==> config.mk <==
export PLATFORM = sky130hd
export DESIGN_NAME = hazard_sched
export DESIGN_NICKNAME = d
export VERILOG_FILES = /design/src/rtl/hazard_sched.sv
export SDC_FILE = /design/constraint.sdc
export NUM_CORES = 1
export LEC_CHECK = 0
export ABC_AREA = 1
export BUFFER_PORTS_ARGS = -buffer_cell sky130_fd_sc_hd__buf_2
export CORE_MARGIN = 2
export CORE_UTILIZATION = 30
export CTS_BUF_LIST = sky130_fd_sc_hd__clkbuf_8
export DETAILED_ROUTE_END_ITERATION = 6
export PLACE_DENSITY_LB_ADDON = 0.15
export SKIP_CTS_REPAIR_TIMING = 1
export SKIP_LAST_GASP = 1
export SLEW_MARGIN = 5
export SYNTH_ARGS = -nofsm -noshare
export SYNTH_HDL_FRONTEND = slang
export SYNTH_SLANG_ARGS = --single-unit
export TNS_END_PERCENT = 20
==> constraint.sdc <==
create_clock -name clock -period 1.45 [get_ports clock]
set_input_delay 0.29 -clock clock [delete_from_list [all_inputs] [get_ports clock]]
set_output_delay 0.29 -clock clock [all_outputs]
set_load 0.005 [all_outputs]
==> src/rtl/hazard_sched.sv <==
// hazard_sched: stall/bubble/flush/forwarding control for the 5-stage RV32I pipeline,
// plus a data-memory wait FSM (IDLE/MEM_WAIT/ERROR) with a timeout watchdog.
// Latency: all controls are combinational from current state and stage inputs; state moves on clock.
// Backpressure: a memory wait or timeout error freezes every stage; load-use holds only IF/ID and
// injects a bubble into EX.
// Ports: clock/reset_n (async active-low); io_id_*/io_ex_*/io_mem_*/io_wb_* decoder results per stage;
// io_redirect taken branch/jump from EX; io_dmem_req/io_dmem_ready memory handshake;
// io_stall_*/io_bubble_ex/io_flush_id pipeline controls; io_fwd_a/b operand source (0 RF, 1 MEM, 2 WB);
// io_mem_err sticky timeout flag.
// Optional macro HAZARD_PERF_CNT_EN adds io_cnt_loaduse/io_cnt_memwait/io_cnt_flush (32-bit, wrapping).
module hazard_sched #(
    parameter int unsigned FLUSH_CYCLES = 2,
    parameter int unsigned MEM_TIMEOUT  = 255
) (
    input  logic       clock,
    input  logic       reset_n,
    input  logic       io_id_valid,
    input  logic [4:0] io_id_rs1,
    input  logic [4:0] io_id_rs2,
    input  logic       io_id_use_rs1,
    input  logic       io_id_use_rs2,
    input  logic       io_ex_valid,
    input  logic [4:0] io_ex_rd,
    input  logic       io_ex_regwrite,
    input  logic       io_ex_memread,
    input  logic       io_mem_valid,
    input  logic [4:0] io_mem_rd,
    input  logic       io_mem_regwrite,
    input  logic       io_wb_valid,
    input  logic [4:0] io_wb_rd,
    input  logic       io_wb_regwrite,
    input  logic       io_redirect,
    input  logic       io_dmem_req,
    input  logic       io_dmem_ready,
    output logic       io_stall_if,
    output logic       io_stall_id,
    output logic       io_stall_ex,
    output logic       io_stall_mem,
    output logic       io_bubble_ex,
    output logic       io_flush_id,
    output logic [1:0] io_fwd_a,
    output logic [1:0] io_fwd_b,
    output logic       io_mem_err
`ifdef HAZARD_PERF_CNT_EN
    ,
    output logic [31:0] io_cnt_loaduse,
    output logic [31:0] io_cnt_memwait,
    output logic [31:0] io_cnt_flush
`endif
);

    typedef enum logic [1:0] {
        ST_IDLE     = 2'd0,
        ST_MEM_WAIT = 2'd1,
        ST_ERROR    = 2'd2
    } state_e;

    localparam logic [3:0]  FLUSH_LOAD   = 4'(FLUSH_CYCLES - 1);
    localparam logic [15:0] TIMEOUT_LAST = 16'(MEM_TIMEOUT - 1);
    localparam bit          TIMEOUT_EN   = (MEM_TIMEOUT != 0);

    state_e      state_q, state_d;
    logic [3:0]  flush_cnt_q, flush_cnt_d;
    logic [15:0] wait_cnt_q, wait_cnt_d;

    logic in_err;
    logic mem_block;
    logic live;
    logic flush_busy;
    logic ld_hazard;
    logic load_use;

    function automatic logic stage_hit(input logic vld, input logic wr,
                                       input logic [4:0] rd, input logic [4:0] r);
        return vld && wr && (rd != 5'd0) && (rd == r);
    endfunction

    // mem_block covers both the cycle the wait is discovered (still IDLE) and
    // every MEM_WAIT cycle until ready; the exit cycle is treated as a normal
    // IDLE cycle so a redirect frozen in EX gets acted on before EX advances.
    assign in_err     = (state_q == ST_ERROR);
    assign mem_block  = ((state_q == ST_MEM_WAIT) || ((state_q == ST_IDLE) && io_dmem_req))
                        && !io_dmem_ready;
    assign live       = !in_err && !mem_block;
    assign flush_busy = (flush_cnt_q != 4'd0);
    assign ld_hazard  = io_id_valid && io_ex_valid && io_ex_memread && io_ex_regwrite &&
                        (io_ex_rd != 5'd0) &&
                        ((io_id_use_rs1 && (io_id_rs1 == io_ex_rd)) ||
                         (io_id_use_rs2 && (io_id_rs2 == io_ex_rd)));
    // The ID instruction is wrong-path while a flush is pending, so no load-use.
    assign load_use   = live && !io_redirect && !flush_busy && ld_hazard;

    assign io_stall_ex  = in_err || mem_block;
    assign io_stall_mem = in_err || mem_block;
    assign io_stall_if  = in_err || mem_block || load_use;
    assign io_stall_id  = in_err || mem_block || load_use;
    assign io_bubble_ex = (live && io_redirect) || load_use;
    assign io_flush_id  = live && (io_redirect || flush_busy);
    assign io_mem_err   = in_err;

    always_comb begin
        io_fwd_a = 2'd0;
        io_fwd_b = 2'd0;
        if (io_id_use_rs1 && stage_hit(io_mem_valid, io_mem_regwrite, io_mem_rd, io_id_rs1)) begin
            io_fwd_a = 2'd1;
        end else if (io_id_use_rs1 && stage_hit(io_wb_valid, io_wb_regwrite, io_wb_rd, io_id_rs1)) begin
            io_fwd_a = 2'd2;
        end
        if (io_id_use_rs2 && stage_hit(io_mem_valid, io_mem_regwrite, io_mem_rd, io_id_rs2)) begin
            io_fwd_b = 2'd1;
        end else if (io_id_use_rs2 && stage_hit(io_wb_valid, io_wb_regwrite, io_wb_rd, io_id_rs2)) begin
            io_fwd_b = 2'd2;
        end
    end

    always_comb begin
        state_d     = state_q;
        wait_cnt_d  = wait_cnt_q;
        flush_cnt_d = flush_cnt_q;
        case (state_q)
            ST_IDLE: begin
                wait_cnt_d = 16'd0;
                if (io_dmem_req && !io_dmem_ready) begin
                    state_d = ST_MEM_WAIT;
                end
            end
            ST_MEM_WAIT: begin
                if (io_dmem_ready) begin
                    state_d    = ST_IDLE;
                    wait_cnt_d = 16'd0;
                end else begin
                    if (wait_cnt_q != 16'hFFFF) begin
                        wait_cnt_d = wait_cnt_q + 16'd1;
                    end
                    if (TIMEOUT_EN && (wait_cnt_q == TIMEOUT_LAST)) begin
                        state_d = ST_ERROR;
                    end
                end
            end
            ST_ERROR: begin
                state_d = ST_ERROR;
            end
            default: begin
                state_d = ST_IDLE;
            end
        endcase
        // Fetch is frozen along with everything else during a memory wait,
        // so the flush countdown pauses rather than expiring unseen.
        if (live) begin
            if (io_redirect) begin
                flush_cnt_d = FLUSH_LOAD;
            end else if (flush_busy) begin
                flush_cnt_d = flush_cnt_q - 4'd1;
            end
        end
    end

    always_ff @(posedge clock or negedge reset_n) begin
        if (!reset_n) begin
            state_q     <= ST_IDLE;
            flush_cnt_q <= 4'd0;
            wait_cnt_q  <= 16'd0;
        end else begin
            state_q     <= state_d;
            flush_cnt_q <= flush_cnt_d;
            wait_cnt_q  <= wait_cnt_d;
        end
    end

`ifdef HAZARD_PERF_CNT_EN
    logic [31:0] cnt_loaduse_q, cnt_loaduse_d;
    logic [31:0] cnt_memwait_q, cnt_memwait_d;
    logic [31:0] cnt_flush_q, cnt_flush_d;

    always_comb begin
        cnt_loaduse_d = cnt_loaduse_q + {31'd0, load_use};
        cnt_memwait_d = cnt_memwait_q + {31'd0, (state_q == ST_MEM_WAIT)};
        cnt_flush_d   = cnt_flush_q + {31'd0, io_flush_id};
    end

    always_ff @(posedge clock or negedge reset_n) begin
        if (!reset_n) begin
            cnt_loaduse_q <= 32'd0;
            cnt_memwait_q <= 32'd0;
            cnt_flush_q   <= 32'd0;
        end else begin
            cnt_loaduse_q <= cnt_loaduse_d;
            cnt_memwait_q <= cnt_memwait_d;
            cnt_flush_q   <= cnt_flush_d;
        end
    end

    assign io_cnt_loaduse = cnt_loaduse_q;
    assign io_cnt_memwait = cnt_memwait_q;
    assign io_cnt_flush   = cnt_flush_q;
`endif

endmodule
# After elaboration in Yosys (flattened, before gate mapping)
# Index checks and enable logic that the tools add are counted.
[totals] ff_bits=22 input_bits=40 output_inout_bits=11 elab_cells=80
[classes] n_addsub=2 n_mux=13 n_eq_ne=13 n_reduce_logical=49
[op_table] operator="16-bit two-way mux" n=2
[op_table] operator="16-bit one-hot mux with 2 select lines" n=1
[op_table] operator="5-bit equality test" n=6
[op_table] operator="1-bit logical AND" n=28
[op_table] operator="16-bit by 1-bit adder with 16-bit output (second input constant)" n=1
[op_table] operator="16-bit by 8-bit equality test with 1-bit output (second input constant)" n=1
[op_table] operator="16-bit inequality test (second input constant)" n=1
[op_table] operator="5-bit nonzero test" n=3
[op_table] operator="2-bit two-way mux" n=7
[op_table] operator="4-bit two-way mux" n=2
[op_table] operator="1-bit logical OR" n=6
[op_table] operator="3-bit by 2-bit inequality test with 1-bit output (second input constant)" n=2
[op_table] operator="2-bit one-hot mux with 3 select lines" n=1
[op_table] operator="2-bit AND reduction" n=3
[op_table] operator="1-bit zero test" n=5
[op_table] operator="2-bit nonzero test" n=2
[op_table] operator="4-bit nonzero test" n=1
[op_table] operator="4-bit by 1-bit subtractor with 4-bit output (second input constant)" n=1
[op_table] operator="2-bit by 1-bit equality test with 1-bit output (second input constant)" n=1
[op_table] operator="2-bit equality test (second input constant)" n=1
[op_table] operator="2-bit zero test" n=1
[op_table] operator="2-bit by 1-bit inequality test with 1-bit output (second input constant)" n=1

# Longest topological paths before layout
# Gate-level depths: netlist (run 1).
[logic_depth] ltp_word=10 ltp_mapped=10 mapped_depth_nobuf=10

# Least setup slack after synthesis (run 1)
# No wires, ideal clock.
[synth_timing] kind="reg2out" start="register flush_cnt_q[0]" end="output io_stall_if" path_stages_with_launch=10 required_time_ns=1.160 path_buffers=1 setup_slack_ns=-0.073 arrival_time_ns=1.233 cell_sequence="dfrtp_1 inv_1 ha_1 nand4_1 nor2_1 o21ai_0 nor2_1 nand2_1 nand2_1 buf_4"
[synth_via] elab_chain_len=5
[synth_rtl] item="start, declared" line_no="63" text="logic [3:0] flush_cnt_q, flush_cnt_d;"
[synth_rtl] item="start signal, assigned" line_no="165" text="flush_cnt_q <= flush_cnt_d;"
[synth_rtl] item="4-bit nonzero test" line_no="85" text="assign flush_busy = (flush_cnt_q != 4'd0);"
[synth_rtl] item="1-bit zero test" line_no="91" text="assign load_use = live && !io_redirect && !flush_busy && ld_hazard;"
[synth_rtl] item="1-bit logical AND (2 in a row)" line_no="91"
[synth_rtl] item="1-bit logical OR"
[synth_rtl] item="end, declared" line_no="35" text="output logic io_stall_if,"
# Every way passes these cells.

# Worst setup path after layout (run 1)
[layout_timing] start="register flush_cnt_q[1]" end="output io_stall_id"
[layout_via] elab_chain_len=5
[layout_rtl] item="4-bit nonzero test" line_no="85"
[layout_rtl] item="1-bit zero test" line_no="91"
[layout_rtl] item="1-bit logical AND (2 in a row)" line_no="91"
[layout_rtl] item="1-bit logical OR" line_no="96" text="assign io_stall_id = in_err || mem_block || load_use;"
[layout_rtl] item="end, declared" line_no="36" text="output logic io_stall_id,"
# Every way passes these cells.

==> metrics, run 1 <==
Synth-to-Final Area Change=33.3%; Placed Area=0.00260 mm2; vias in the first global route=2192; Slew @ Worst Pin=547 ps; Post-Place Setup Slack=-70.7 ps; pwr/cell area=882 mW/mm2; highest cell delay on the worst timing path=380 ps; achievable frequency=567 MHz; max cap viols=0; Skew-Pair Late Insertion Delay=270 ps; Initial DRC Count=69; LEAKAGE=1.40 nW; PortBufs=50; Synth Cell Area=0.00202 mm2; GRT Overall Usage=15.6%; layout cell share with drive strength beyond 1=30.2%; TritonCTS clock tree=built; antenna viol nets, final=0; shortest period the worst path allows=1760 ps; placed cells=477; final setup violation count=11; arrival time worst endpoint=1470 ps; Setup WS post-layout=-313 ps; Final Hold Viols=12; Num CTS Buffers=3; Seq/Total Area, Yosys=27.3%; final wirelength=5610 um; Final Hold Slack=-10.6 ps; Final Cell Area=0.00269 mm2; failing checks=hold timing, setup timing; clock-pin transition on the worst setup and hold timing paths=100 ps; Initial Utilization=31.4%; post-route core utilization=41.9%; Remaining Overflow, GRT=0; Hold WC Path Type=in -> async; final count of pins violating max slew=0; FP Rows=29; nature of the critical path endpoint=output pin; Synth Area per Inst=6.33 um2; antenna fix cells=0; CTS H-Tree Depth=1; status=finished, violations left; maximum root-to-sink buffer count=2; Yosys reg bits=22; Critical Path Fanout Max=3; CP max-delay cell=dfrtp_1; DP HPWL=4580 um; global-route wire length before repair=9590 um; Slew HR=63.5%; unrepaired setup endpoints after global routing=yes; vias after detailed routing=2268; WL per Instance=11.6 um; critical path type=reg -> out; Die W=86.0 um; GP Congestion=0.847; antenna violations before repair=0; Synth cell types=26; largest net degree at the start of global routing=23; Peak supply drop=0.629 mV; startpoint types=register; Setup Skew=14.9 ps; height of the chip=86.0 um; non-filler cells in the finished layout=484; Clock Sinks=22; DRC=0; fin crit share=122%; Clock Tree Root=clkbuf_8; # IOs=51; die area=0.00740 mm2; routed vias/inst=4.69; Nets=451; drt first pass iters=4; Yosys Warn Count=0; core box area=0.00642 mm2; synthesized instance count=319; CP cell instances=inv_2, ha_4, nand4_1, nor2_1, o21ai_1, nor2_1, nand2_1, nand2_1, buf_2; syn nets=362; required time of the worst setup path=1160 ps
==> cell families (layout without fill, tap and decap cells) <==
kind of cell,after synthesis,after routing,synth area share (%)
adders and majority gates,3,3,1.86
DFF,22,22,27.3
buffers and inverters,53,141,11.0
xor gates and xnor gates,12,12,5.20
AOI/OAI and AO/OA,38,38,10.6
and+or+nand+nor,191,191,44.1
==> cells in the mapped netlist <==
master / number / share of area, %
nor2_4: 5 / 2.8
buf_4: 2 / 0.74
a21boi_0: 1 / 0.37
o21ai_0: 21 / 5.2
xor2_1: 4 / 1.7
or2_2: 1 / 0.31
nand3_1: 26 / 6.4
xnor2_1: 8 / 3.5
nand2_2: 9 / 2.8
nor2_1: 38 / 7.1
o21ai_2: 4 / 1.7
buf_12: 1 / 0.99
nand2b_1: 1 / 0.31
ha_1: 3 / 1.9
dfrtp_1: 22 / 27
o2111ai_1: 1 / 0.43
o21bai_1: 1 / 0.37
o21ai_1: 4 / 0.99
inv_1: 44 / 8.2
nand2_1: 86 / 16
nand4_1: 20 / 6.2
a21oi_1: 6 / 1.5
nand2_4: 3 / 1.7
clkinv_1: 1 / 0.19
nor3_1: 2 / 0.50
inv_2: 5 / 0.93
==> critical path, delay by kind of cell (launching register included) <==
family                   cells  cell delay, ps
adder cells (fa/ha/maj)      1             140
AO/OA/AOI/OAI                1              70
flip-flops                   1             380
AND/OR/NAND/NOR              5             440
buffers and inverters        2             190
==> area by class of cell <==
cell class                      count  area [um2]
Tap cell                           77        96.3
Fill cell                         675        3730
Timing Repair Buffer               87         528
Multi-Input combinational cell    244        1270
Inverter                           50         188
Sequential cell                    22         551
Clock buffer                        4        55.1
==> registers in the layout (all words and copies together), names as in the netlist <==
register,flops
state_q,2
wait_cnt_q,16
flush_cnt_q,4
==> per-layer routing <==
layer / wire length [um] / vias to the layer above / track usage (%)
li1: - / 1207 / -
met1: 2710 / 1005 / 21.2
met2: 2690 / 52 / 27.1
met3: 181 / 4 / 1.92
met4: 23 / 0 / 2.16
met5: 0 / - / 0
==> stage by stage <==
step,hold slack [ps],power [mW],TNS [ps]
floorplan,-5.59,1.39,-29.6
global placement,310,1.86,-147
detailed placement,306,1.86,-179
CTS,6.24,2.34,-1800
global route,33.6,2.57,-4760
finish,-10.6,2.37,-1480
==> path summary, 6_finish.rpt <==
kind	startpoint	endpoint	slack [ps]	cells after the start
max	flush_cnt_q[1]$_DFFE_PN0P_	io_stall_id	-310	9
min	reset_n	wait_cnt_q[5]$_DFFE_PN0P_	-10	1
max reg2reg	wait_cnt_q[1]$_DFFE_PN0P_	wait_cnt_q[14]$_DFFE_PN0P_	-20	8
min reg2reg	flush_cnt_q[0]$_DFFE_PN0P_	flush_cnt_q[0]$_DFFE_PN0P_	530	2
max in group asynchronous	reset_n	state_q[1]$_DFFE_PN0P_	1080	1
min in group clock	io_dmem_req	state_q[0]$_DFFE_PN0P_	340	3
==> report_power, final <==
| part | leakage, nW | internal (mW) | switching, mW | total [mW] |
|---|---|---|---|---|
| combinational | 1.07 | 0.546 | 0.634 | 1.18 |
| clock | 0.0288 | 0.242 | 0.219 | 0.462 |
| sequential | 0.300 | 0.685 | 0.0473 | 0.732 |
| total | 1.40 | 1.47 | 0.901 | 2.37 |
==> cell usage in the layout, fill, tap and decap left out, drive strengths merged <==
cell type and n:
nand2 98, buf 87, inv 49, nor2 43, o21ai 29, nand3 26
dfrtp 22, nand4 20, xnor2 8, a21oi 6, xor2 4, clkbuf 4
ha 3, nor3 2, clkinv 1, o2111ai 1, a21boi 1, o21bai 1
or2 1, nand2b 1
Note: power is estimated with default switching activity, not from simulation.
==> inputs of run 2 (changes only) <==
--- a/constraint.sdc
+++ b/constraint.sdc
@@ -3,2 +3,2 @@
 set_output_delay 0.29 -clock clock [all_outputs]
-set_load 0.005 [all_outputs]
+set_load 0.01 [all_outputs]
==> metrics, run 2 (synthesized netlist as in run 1, its figures left out) <==
status=finished, violations left (unchanged); failing checks=hold timing, setup timing (unchanged); LEAKAGE=1.45 nW (was 1.40 nW); GRT Overall Usage=15.6% (about the same); Critical Path Fanout Max=3 (unchanged); non-filler cells in the finished layout=491 (was 484); CP cell instances=inv_2, ha_4, nand4_1, nor2_1, o21ai_1, nor2_1, nand2_1, nand2_1, buf_2 (unchanged); filler instances=667 (was 675); Nets=458 (was 451); core box area=0.00642 mm2 (unchanged); Slew @ Worst Pin=516 ps (was 547 ps); Top reg by flops=wait_cnt_q (unchanged); WL per Instance=11.8 um (was 11.6 um); R2R cell count=9 (was 8); Final Hold Slack=-20.0 ps (was -10.6 ps); global-route wire length before repair=9540 um (was 9590 um); most common cell after layout, fill and taps aside=nand2_1 (unchanged); routed vias/inst=4.68 (was 4.69); startpoint types=register (unchanged); # IOs=51 (unchanged); CP Depth=9 (unchanged); Num CTS Buffers=3 (unchanged); max cap viols=0 (unchanged); Setup WS post-layout=-470 ps (was -313 ps); die area=0.00740 mm2 (unchanged); Slew HR=65.6% (was 63.5%); CP max-delay cell=dfrtp_1 (unchanged); CP delay by family, top=simple AND/OR/NAND/NOR gates (unchanged); antenna viol nets, final=0 (unchanged); Synth-to-Final Area Change=38.8% (was 33.3%); GP Congestion=0.934 (was 0.847); highest cell delay on the worst timing path=400 ps (was 380 ps); TritonCTS clock tree=built (unchanged); final count of pins violating max slew=0 (unchanged); Clock Sinks=22 (unchanged); pwr/cell area=1010 mW/mm2 (was 882 mW/mm2); Crit path buffers/inverters=2 (unchanged); CP Launch Point=flush_cnt_q[0]$_DFFE_PN0P_ (was flush_cnt_q[1]$_DFFE_PN0P_); Initial Utilization=31.4% (unchanged); Largest regs=wait_cnt_q x16, flush_cnt_q x4, state_q x2 (unchanged); PortBufs=50 (unchanged); nature of the critical path endpoint=output pin (unchanged); arrival time worst endpoint=1630 ps (was 1470 ps); fin crit share=132% (was 122%); unrepaired setup endpoints after global routing=yes (unchanged); drt first pass iters=4 (unchanged); CTS H-Tree Depth=1 (unchanged); Remaining Overflow, GRT=0 (unchanged); clock-pin transition on the worst setup and hold timing paths=90 ps (was 100 ps); Peak supply drop=0.881 mV (was 0.629 mV); largest net degree at the start of global routing=23 (unchanged); Clock Tree Root=clkbuf_8 (unchanged); vias after detailed routing=2298 (was 2268); number of flip-flops under the largest register name=16 (unchanged); DP HPWL=4660 um (was 4580 um); Initial DRC Count=99 (was 69); Die W=86.0 um (unchanged); final wirelength=5810 um (was 5610 um); total power=2.83 mW (was 2.37 mW); Setup Skew=7.59 ps (was 14.9 ps); required time of the worst setup path=1160 ps (about the same); FP Rows=29 (unchanged); Hold WC Path Type=in -> async (unchanged); antenna fix cells=0 (unchanged); layout cell share with drive strength beyond 1=31.6% (was 30.2%); vias in the first global route=2140 (was 2192); achievable frequency=521 MHz (was 567 MHz); height of the chip=86.0 um (unchanged); antenna violations before repair=0 (unchanged); shortest period the worst path allows=1920 ps (was 1760 ps); Skew-Pair Late Insertion Delay=270 ps (about the same); critical path type=reg -> out (unchanged); Final Hold Viols=22 (was 12); RR Startpoint=state_q[1]$_DFFE_PN0P_ (was wait_cnt_q[1]$_DFFE_PN0P_); final setup TNS=-2290 ps (was -1480 ps); maximum root-to-sink buffer count=2 (unchanged); DRC=0 (unchanged); final setup violation count=14 (was 11); most frequent cells in the layout=nand2_1 (84), buf_2 (46), buf_4 (44) (was nand2_1 (86), buf_2 (50), inv_1 (42)); placed cells=476 (was 477)
run 2: cell types whose count changed in the layout (fill, tap and decap cells not counted), sizes merged:
cell	previous run	this run
bufinv	0	1
buf	87	94
clkbuf	4	3
run 2: worst paths after layout:
path | to | slack (ps)
worst min-delay path | wait_cnt_q[13]$_DFFE_PN0P_ | -20
worst max-delay path | io_bubble_ex | -470
min in group clock | flush_cnt_q[2]$_DFFE_PN0P_ | 360
max in group asynchronous | wait_cnt_q[10]$_DFFE_PN0P_ | 1120
worst min register to register | wait_cnt_q[2]$_DFFE_PN0P_ | 580
worst max register to register | wait_cnt_q[12]$_DFFE_PN0P_ | -50
run 2: cell type report:
cell class | instances | area, um2 | share of cell area (%)
clock buffer | 3 | 41.3 | 1.47
inverter | 50 | 193 | 6.88
clock inverter | 1 | 30.0 | 1.07
sequential | 22 | 551 | 19.6
tap | 77 | 96.3 | 3.44
multi-input combinational | 244 | 1290 | 45.9
timing repair buffer | 94 | 606 | 21.6
run 2: stage by stage:
| step | area [um2] | setup slack (ps) | util [%] |
|---|---|---|---|
| finish | 2800 | -470 | 43.6 |
| detailed placement | 2580 | -113 | 40.2 |
| CTS | 2660 | -424 | 41.3 |
| global route | 2800 | -633 | 43.6 |
| floorplan | 2020 | -84.4 | - |
| global placement | 2580 | -89.6 | 40.2 |
run 2: routing by layer:
layer	track usage, %	wire, um	vias to the layer above
met5	0	0	-
li1	-	-	1213
met4	2.60	44	0
met1	21.0	2780	1036
met3	1.25	167	4
met2	27.5	2810	45
run 2: where the power goes:
group,total (mW),internal [mW],switching [mW]
clock network,0.586,0.369,0.217
registers,0.733,0.685,0.0483
logic,1.51,0.753,0.757
